===== config.mk =====
export PLATFORM = sky130hd
export DESIGN_NAME = sdram_arbit_flat
export DESIGN_NICKNAME = d
export VERILOG_FILES = /design/src/rtl/sdram_arbit_if.sv /design/src/rtl/sdram_arbit.sv /design/src/flat_wrapper.sv
export SDC_FILE = /design/constraint.sdc
export NUM_CORES = 1
export LEC_CHECK = 0
export ABC_CLOCK_PERIOD_IN_PS = 1500
export CAP_MARGIN = 25
export CORE_ASPECT_RATIO = 0.9
export CORE_MARGIN = 4
export CORE_UTILIZATION = 25
export DETAILED_ROUTE_END_ITERATION = 12
export HOLD_SLACK_MARGIN = 0.08
export PLACE_DENSITY_LB_ADDON = 0.25
export SLEW_MARGIN = 20
export SYNTH_ARGS = -nofsm -noshare
export SYNTH_HDL_FRONTEND = slang
export SYNTH_SLANG_ARGS = --single-unit

===== constraint.sdc =====
create_clock -name sclk -period 1.5 [get_ports sclk]
set_clock_uncertainty 0.1 [all_clocks]
set_input_delay 0.3 -clock sclk [delete_from_list [all_inputs] [get_ports sclk]]
set_output_delay 0.3 -clock sclk [all_outputs]
set_load 0.02 [all_outputs]

===== src/rtl/sdram_arbit_if.sv =====
// Bundle between the SDRAM sub-controllers (init, aref, write, read), the
// command arbiter and the SDRAM command/address pins.
// slave modport: the arbiter's view. master modport: the sub-controller/pin side.
interface sdram_arbit_if;
  // init block
  logic [3:0]  init_cmd;
  logic [12:0] init_addr;
  logic        flag_init_end;
  // auto-refresh block
  logic        ref_req;
  logic        ref_en;
  logic        flag_ref_end;
  logic [3:0]  aref_cmd;
  logic [12:0] aref_addr;
  // write block
  logic        wr_req;
  logic        wr_en;
  logic        flag_wr_end;
  logic [3:0]  wr_cmd;
  logic [12:0] wr_addr;
  logic [1:0]  wr_ba;
  // read block
  logic        rd_req;
  logic        rd_en;
  logic        flag_rd_end;
  logic [3:0]  rd_cmd;
  logic [12:0] rd_addr;
  logic [1:0]  rd_ba;
  // SDRAM pins and status
  logic        sdram_cs_n;
  logic        sdram_ras_n;
  logic        sdram_cas_n;
  logic        sdram_we_n;
  logic [12:0] sdram_addr;
  logic [1:0]  sdram_ba;
  logic [2:0]  arb_state;
  logic        err_timeout;

  modport slave (
    input  init_cmd, init_addr, flag_init_end,
    input  ref_req, flag_ref_end, aref_cmd, aref_addr,
    input  wr_req, flag_wr_end, wr_cmd, wr_addr, wr_ba,
    input  rd_req, flag_rd_end, rd_cmd, rd_addr, rd_ba,
    output ref_en, wr_en, rd_en,
    output sdram_cs_n, sdram_ras_n, sdram_cas_n, sdram_we_n,
    output sdram_addr, sdram_ba, arb_state, err_timeout
  );

  modport master (
    output init_cmd, init_addr, flag_init_end,
    output ref_req, flag_ref_end, aref_cmd, aref_addr,
    output wr_req, flag_wr_end, wr_cmd, wr_addr, wr_ba,
    output rd_req, flag_rd_end, rd_cmd, rd_addr, rd_ba,
    input  ref_en, wr_en, rd_en,
    input  sdram_cs_n, sdram_ras_n, sdram_cas_n, sdram_we_n,
    input  sdram_addr, sdram_ba, arb_state, err_timeout
  );
endinterface


===== src/rtl/sdram_arbit.sv =====
// SDRAM command arbiter: grants one of init/aref/write/read at a time and muxes
// the owner's cmd/addr/ba onto the pins. Grant pulse 1 cycle after the request is
// seen in ARBIT; mux adds no latency. Requests arriving mid-grant wait (no preemption).
// Ports: sclk, s_rst_n (async, active-low), bus (sdram_arbit_if.slave).
// Optional: define ARB_TIMEOUT_EN to force-release a grant after TIMEOUT_CYC
// cycles and pulse err_timeout; otherwise grants are held until the end flag.
module sdram_arbit #(
  parameter int         TIMEOUT_CYC = 1023,
  parameter logic [3:0] CMD_NOP     = 4'b0111
) (
  input logic          sclk,
  input logic          s_rst_n,
  sdram_arbit_if.slave bus
);

  typedef enum logic [2:0] {
    INIT  = 3'd0,
    ARBIT = 3'd1,
    AREF  = 3'd2,
    WRITE = 3'd3,
    READ  = 3'd4
  } state_t;

  // The hold counter is 10 bits wide, so the timeout must fit in it.
  if (TIMEOUT_CYC < 1 || TIMEOUT_CYC > 1023) begin : g_bad_timeout
    $error("sdram_arbit: TIMEOUT_CYC must be in 1..1023");
  end

  state_t      state;
  logic        last_wr;
  logic        ref_en_q;
  logic        wr_en_q;
  logic        rd_en_q;
  logic        grant_end;
  logic [3:0]  cmd_sel;
  logic [12:0] addr_sel;
  logic [1:0]  ba_sel;

  // End flag of the current owner only; flags from other blocks are ignored.
  assign grant_end = ((state == AREF)  && bus.flag_ref_end) ||
                     ((state == WRITE) && bus.flag_wr_end)  ||
                     ((state == READ)  && bus.flag_rd_end);

`ifdef ARB_TIMEOUT_EN
  localparam logic [9:0] HOLD_LAST = 10'(TIMEOUT_CYC - 1);
  logic [9:0] hold_cnt;
  logic       err_q;
`endif

  always_ff @(posedge sclk or negedge s_rst_n) begin
    if (!s_rst_n) begin
      state    <= INIT;
      last_wr  <= 1'b0;
      ref_en_q <= 1'b0;
      wr_en_q  <= 1'b0;
      rd_en_q  <= 1'b0;
`ifdef ARB_TIMEOUT_EN
      hold_cnt <= '0;
      err_q    <= 1'b0;
`endif
    end else begin
      // Grant enables and the timeout flag are single-cycle pulses.
      ref_en_q <= 1'b0;
      wr_en_q  <= 1'b0;
      rd_en_q  <= 1'b0;
`ifdef ARB_TIMEOUT_EN
      err_q    <= 1'b0;
`endif
      case (state)
        INIT: begin
          if (bus.flag_init_end) state <= ARBIT;
        end
        ARBIT: begin
`ifdef ARB_TIMEOUT_EN
          hold_cnt <= '0;
`endif
          if (bus.ref_req) begin
            state    <= AREF;
            ref_en_q <= 1'b1;
          end else if (bus.wr_req && (!bus.rd_req || !last_wr)) begin
            // Write wins when alone, or on a tie when the last grant was a read.
            state   <= WRITE;
            wr_en_q <= 1'b1;
            last_wr <= 1'b1;
          end else if (bus.rd_req) begin
            state   <= READ;
            rd_en_q <= 1'b1;
            last_wr <= 1'b0;
          end
        end
        AREF, WRITE, READ: begin
          if (grant_end) begin
            state <= ARBIT;
          end
`ifdef ARB_TIMEOUT_EN
          else if (hold_cnt == HOLD_LAST) begin
            state <= ARBIT;
            err_q <= 1'b1;
          end else begin
            hold_cnt <= hold_cnt + 10'd1;
          end
`endif
        end
        default: state <= INIT;
      endcase
    end
  end

`ifdef ARB_TIMEOUT_EN
  assign bus.err_timeout = err_q;
`else
  assign bus.err_timeout = 1'b0;
`endif

  assign bus.ref_en    = ref_en_q;
  assign bus.wr_en     = wr_en_q;
  assign bus.rd_en     = rd_en_q;
  assign bus.arb_state = state;

  // Sub-block commands are already registered, so select straight off state.
  always_comb begin
    cmd_sel  = CMD_NOP;
    addr_sel = '0;
    ba_sel   = '0;
    case (state)
      INIT: begin
        cmd_sel  = bus.init_cmd;
        addr_sel = bus.init_addr;
      end
      AREF: begin
        cmd_sel  = bus.aref_cmd;
        addr_sel = bus.aref_addr;
      end
      WRITE: begin
        cmd_sel  = bus.wr_cmd;
        addr_sel = bus.wr_addr;
        ba_sel   = bus.wr_ba;
      end
      READ: begin
        cmd_sel  = bus.rd_cmd;
        addr_sel = bus.rd_addr;
        ba_sel   = bus.rd_ba;
      end
      default: begin
        cmd_sel  = CMD_NOP;
        addr_sel = '0;
        ba_sel   = '0;
      end
    endcase
  end

  assign {bus.sdram_cs_n, bus.sdram_ras_n, bus.sdram_cas_n, bus.sdram_we_n} = cmd_sel;
  assign bus.sdram_addr = addr_sel;
  assign bus.sdram_ba   = ba_sel;

endmodule


===== src/flat_wrapper.sv =====
// flat-port wrapper written by rule: the top's interface ports become plain ports
module sdram_arbit_flat 
#(
  parameter int         TIMEOUT_CYC = 1023,
  parameter logic [3:0] CMD_NOP     = 4'b0111
)
  (sclk, s_rst_n, bus_init_cmd, bus_init_addr, bus_flag_init_end, bus_ref_req, bus_flag_ref_end, bus_aref_cmd, bus_aref_addr, bus_wr_req, bus_flag_wr_end, bus_wr_cmd, bus_wr_addr, bus_wr_ba, bus_rd_req, bus_flag_rd_end, bus_rd_cmd, bus_rd_addr, bus_rd_ba, bus_ref_en, bus_wr_en, bus_rd_en, bus_sdram_cs_n, bus_sdram_ras_n, bus_sdram_cas_n, bus_sdram_we_n, bus_sdram_addr, bus_sdram_ba, bus_arb_state, bus_err_timeout);
  sdram_arbit_if bus_i ();
  input logic sclk;
  input logic s_rst_n;
  input wire logic [$bits(bus_i.init_cmd)-1:0] bus_init_cmd;
  input wire logic [$bits(bus_i.init_addr)-1:0] bus_init_addr;
  input wire logic [$bits(bus_i.flag_init_end)-1:0] bus_flag_init_end;
  input wire logic [$bits(bus_i.ref_req)-1:0] bus_ref_req;
  input wire logic [$bits(bus_i.flag_ref_end)-1:0] bus_flag_ref_end;
  input wire logic [$bits(bus_i.aref_cmd)-1:0] bus_aref_cmd;
  input wire logic [$bits(bus_i.aref_addr)-1:0] bus_aref_addr;
  input wire logic [$bits(bus_i.wr_req)-1:0] bus_wr_req;
  input wire logic [$bits(bus_i.flag_wr_end)-1:0] bus_flag_wr_end;
  input wire logic [$bits(bus_i.wr_cmd)-1:0] bus_wr_cmd;
  input wire logic [$bits(bus_i.wr_addr)-1:0] bus_wr_addr;
  input wire logic [$bits(bus_i.wr_ba)-1:0] bus_wr_ba;
  input wire logic [$bits(bus_i.rd_req)-1:0] bus_rd_req;
  input wire logic [$bits(bus_i.flag_rd_end)-1:0] bus_flag_rd_end;
  input wire logic [$bits(bus_i.rd_cmd)-1:0] bus_rd_cmd;
  input wire logic [$bits(bus_i.rd_addr)-1:0] bus_rd_addr;
  input wire logic [$bits(bus_i.rd_ba)-1:0] bus_rd_ba;
  output wire logic [$bits(bus_i.ref_en)-1:0] bus_ref_en;
  output wire logic [$bits(bus_i.wr_en)-1:0] bus_wr_en;
  output wire logic [$bits(bus_i.rd_en)-1:0] bus_rd_en;
  output wire logic [$bits(bus_i.sdram_cs_n)-1:0] bus_sdram_cs_n;
  output wire logic [$bits(bus_i.sdram_ras_n)-1:0] bus_sdram_ras_n;
  output wire logic [$bits(bus_i.sdram_cas_n)-1:0] bus_sdram_cas_n;
  output wire logic [$bits(bus_i.sdram_we_n)-1:0] bus_sdram_we_n;
  output wire logic [$bits(bus_i.sdram_addr)-1:0] bus_sdram_addr;
  output wire logic [$bits(bus_i.sdram_ba)-1:0] bus_sdram_ba;
  output wire logic [$bits(bus_i.arb_state)-1:0] bus_arb_state;
  output wire logic [$bits(bus_i.err_timeout)-1:0] bus_err_timeout;
  assign bus_i.init_cmd = bus_init_cmd;
  assign bus_i.init_addr = bus_init_addr;
  assign bus_i.flag_init_end = bus_flag_init_end;
  assign bus_i.ref_req = bus_ref_req;
  assign bus_i.flag_ref_end = bus_flag_ref_end;
  assign bus_i.aref_cmd = bus_aref_cmd;
  assign bus_i.aref_addr = bus_aref_addr;
  assign bus_i.wr_req = bus_wr_req;
  assign bus_i.flag_wr_end = bus_flag_wr_end;
  assign bus_i.wr_cmd = bus_wr_cmd;
  assign bus_i.wr_addr = bus_wr_addr;
  assign bus_i.wr_ba = bus_wr_ba;
  assign bus_i.rd_req = bus_rd_req;
  assign bus_i.flag_rd_end = bus_flag_rd_end;
  assign bus_i.rd_cmd = bus_rd_cmd;
  assign bus_i.rd_addr = bus_rd_addr;
  assign bus_i.rd_ba = bus_rd_ba;
  assign bus_ref_en = bus_i.ref_en;
  assign bus_wr_en = bus_i.wr_en;
  assign bus_rd_en = bus_i.rd_en;
  assign bus_sdram_cs_n = bus_i.sdram_cs_n;
  assign bus_sdram_ras_n = bus_i.sdram_ras_n;
  assign bus_sdram_cas_n = bus_i.sdram_cas_n;
  assign bus_sdram_we_n = bus_i.sdram_we_n;
  assign bus_sdram_addr = bus_i.sdram_addr;
  assign bus_sdram_ba = bus_i.sdram_ba;
  assign bus_arb_state = bus_i.arb_state;
  assign bus_err_timeout = bus_i.err_timeout;
  sdram_arbit #(.TIMEOUT_CYC(TIMEOUT_CYC), .CMD_NOP(CMD_NOP)) u_core (.sclk(sclk), .s_rst_n(s_rst_n), .bus(bus_i));
endmodule

==> run_results.csv <==
group,metric,value,unit
critical_path,critPathLaunchType,"flop",
synthesis,synth_top_area_share,18.0,%
critical_path,crit_chain,"nor2_4 > and2_4 > buf_4 > nand2_1 > o211ai_4 > buf_6",
synthesis,synth_most_common_cell,"nand2_1",
floorplanning,fp.dieW,73.7,um
finish,utilization,68.2,%
cts,ctsRootBufferMaster,"clkbuf_8",
critical_path,end_kind,"primary output",
min_path,hp-class,"input port to async pin",
synthesis,yosysTopAreaCell,"dfrtp_1",
finish,final_cells,283,
global_route,antenna_found_initial,0,
cts,htree_levels,1,
finish,nets,319,
cts,clk_path_buf_depth,2,
synthesis,syn_area,972,um^2
global_route,grt_usage,17.9,%
global_route,grt_overflow,0,
timing,setup_viol_count_final,23,
floorplanning,start_util,26.1,%
synthesis,syn_nets,200,
timing,fin_crit,1880,ps
floorplanning,rows,21,
synthesis,ys.flop_type,"dfrtp_1",
timing,rsz0062_at_grt,"true",
drt,first_iter_violations,90,
finish,area_delta_synth_final,162,%
drt,drt-total-wl,4520,um
drt,post_drt_wl_per_cell,16.0,um
critical_path,worstPathArrival,1480,ps
global_route,grt_max_degree,18,
timing,hold_slack,236,ps
run_status,status,"finished, violations left",
cts,cts_tree,"yes",
floorplanning,die_area,4950,um^2
pwr,power.total,4.26,mW
drt,firstDrtPassIters,6,
critical_path,crit_fanout,7,
critical_path,slowest_stage,"dfrtp_2",
critical_path,critPathMaxStageDelay,490,ps
pwr,power_density,1680,nW/um^2
timing,period_share,126,%
finish,fill_cells,269,
timing,finalHoldViolCount,0,
run_status,violations,"setup timing",
critical_path,crit_type,"flop to primary output",
floorplanning,die_y,67.2,um
synthesis,synth_edf_count,0,
synthesis,ys_seq_elements,7,
drt,drcViolationCount,0,
floorplanning,core-area,3730,um^2
finish,n_antenna_cell,0,
run,maxCapViolations,0,
timing,fmax,531,MHz
placement,hpwlAfterDp,3480,um
synthesis,synth_common_cells,"nand2_1 (17), mux2i_1 (16), nand3_1 (15)",
drt,antenna_left,0,
critical_path,required,1100,ps
cts,clk_latency,220,ps
placement,place_congestion,0.748,
global_route,first_global_vias,1493,
synthesis,synthCells,119,
cts,cts.sinks,7,
synthesis,yosysWarnings,0,
placement,place_inst,271,
timing,finalMaxSlewViolations,0,
finish,drive_gt1_share,41.8,%
timing,setup_slack,-384,ps
pwr,power.leakage,0.999,nW
synthesis,ys_types,31,
pwr,peakVddDrop,0.716,mV
floorplanning,ios,107,
drt,dr_total_vias,1434,
synthesis,syn_area_per_cell,8.17,um^2
cts,cts_hold_buf,0,
cts,cts.reportedPaths.clkPinSlew,40,ps
synthesis,synth_area_leaders,"dfrtp_1 (18%), mux2i_1 (16%), o211ai_2 (13%)",
global_route,grt_pass1_wl,6860,um
cts,numCtsBuffers,3,
drt,via_per_inst,5.07,
synthesis,seq_area_frac_synth,18.0,%
placement,portBuffers,105,
synthesis,synthArstFlopShare,100,%
==> layer usage <==
layer | track usage [%] | share of wire, % | vias up
met5 | 0 | 0 | -
met4 | 7.47 | 1.6 | 0
met3 | 5.36 | 9.7 | 8
met2 | 31.7 | 53 | 83
met1 | 19.8 | 35 | 669
li1 | - | - | 674
==> kinds of logic (layout without fill, tap and decap cells) <==
logic type             Yosys count  count (layout)  share of synthesized area [%]
DFF                              7               7                           18.0
AOI/OAI and AO/OA               30              30                           27.0
buffers and inverters           15             133                           12.2
and+or+nand+nor                 49              49                           24.7
other                            1               1                          0.386
muxes                           17              17                           17.6
==> final cells by class <==
type	count	area (um^2)	area share (%)
multi-input cells	97	962	37.8
well taps	46	57.6	2.26
flip-flops and latches	7	179	7.03
clock buffers	4	45.0	1.77
repair buffers	128	1300	51.0
inverters	1	3.75	0.148
==> repair_timing <==
| item | CTS | global route |
|---|---|---|
| gates cloned | 1 | 0 |
| endpoints found under the setup margin | 30 | 28 |
| gates resized for setup | 157 | 14 |
| buffers inserted | 3 | 4 |
==> worst max-delay path: cells and delay by family (launching register included) <==
| family | cells | cell delay (ps) |
|---|---|---|
| flops | 1 | 490 |
| buf+inv | 2 | 290 |
| simple gates | 3 | 390 |
| compound gates | 1 | 80 |
==> flip-flops by register name (all words and copies together) (netlist names) <==
register              cells
u_core.bus.ref_en         1
u_core.bus.wr_en          1
u_core.bus.arb_state      3
u_core.last_wr            1
u_core.bus.rd_en          1
==> final timing paths <==
kind,depth (start not counted),end,slack (ps),startpoint
worst max-delay path,6,bus_sdram_addr[11],-380,u_core.bus.arb_state[1]
worst min-delay path,1,u_core.bus.rd_en,240,s_rst_n
min in group sclk,1,u_core.last_wr,440,u_core.last_wr
worst min register to register,1,u_core.last_wr,440,u_core.last_wr
max in group asynchronous,1,u_core.bus.arb_state[1],810,s_rst_n
worst max register to register,7,u_core.last_wr,-140,u_core.bus.arb_state[1]
==> metrics by stage <==
stage                     cell area, um^2  setup TNS (ps)  setup WS [ps]
after floorplan                      1110           -3540           -219
after global placement               2220          -11400           -687
after detailed placement             2220          -12060           -685
after CTS                            2470           -6980           -379
after global routing                 2540           -8780           -461
final                                2540           -7190           -384
==> cells in the final DEF (no fill, tap or decap), types with 4 or more instances in the layout <==
cell             Yosys  routed
clkdlybuf4s50_1      0      80
buf_6                6      18
buf_4                3      17
nand2_1             17      10
nand3_1             15      10
o211ai_4             0      10
nand2_2              0       7
mux2i_1             16       6
mux2i_2              0       5
mux2i_4              0       5
nand3_2              0       5
buf_12               0       5
o211ai_1             4       4
dlygate4sd2_1        0       4
dfrtp_1              7       4
==> where the power goes <==
part | switching, mW | total (mW) | internal, mW
Combinational | 1.71 | 3.63 | 1.92
Sequential | 0.105 | 0.363 | 0.258
Clock | 0.0802 | 0.264 | 0.184
Total | 1.89 | 4.26 | 2.37
(Power assumes the default switching activity.)
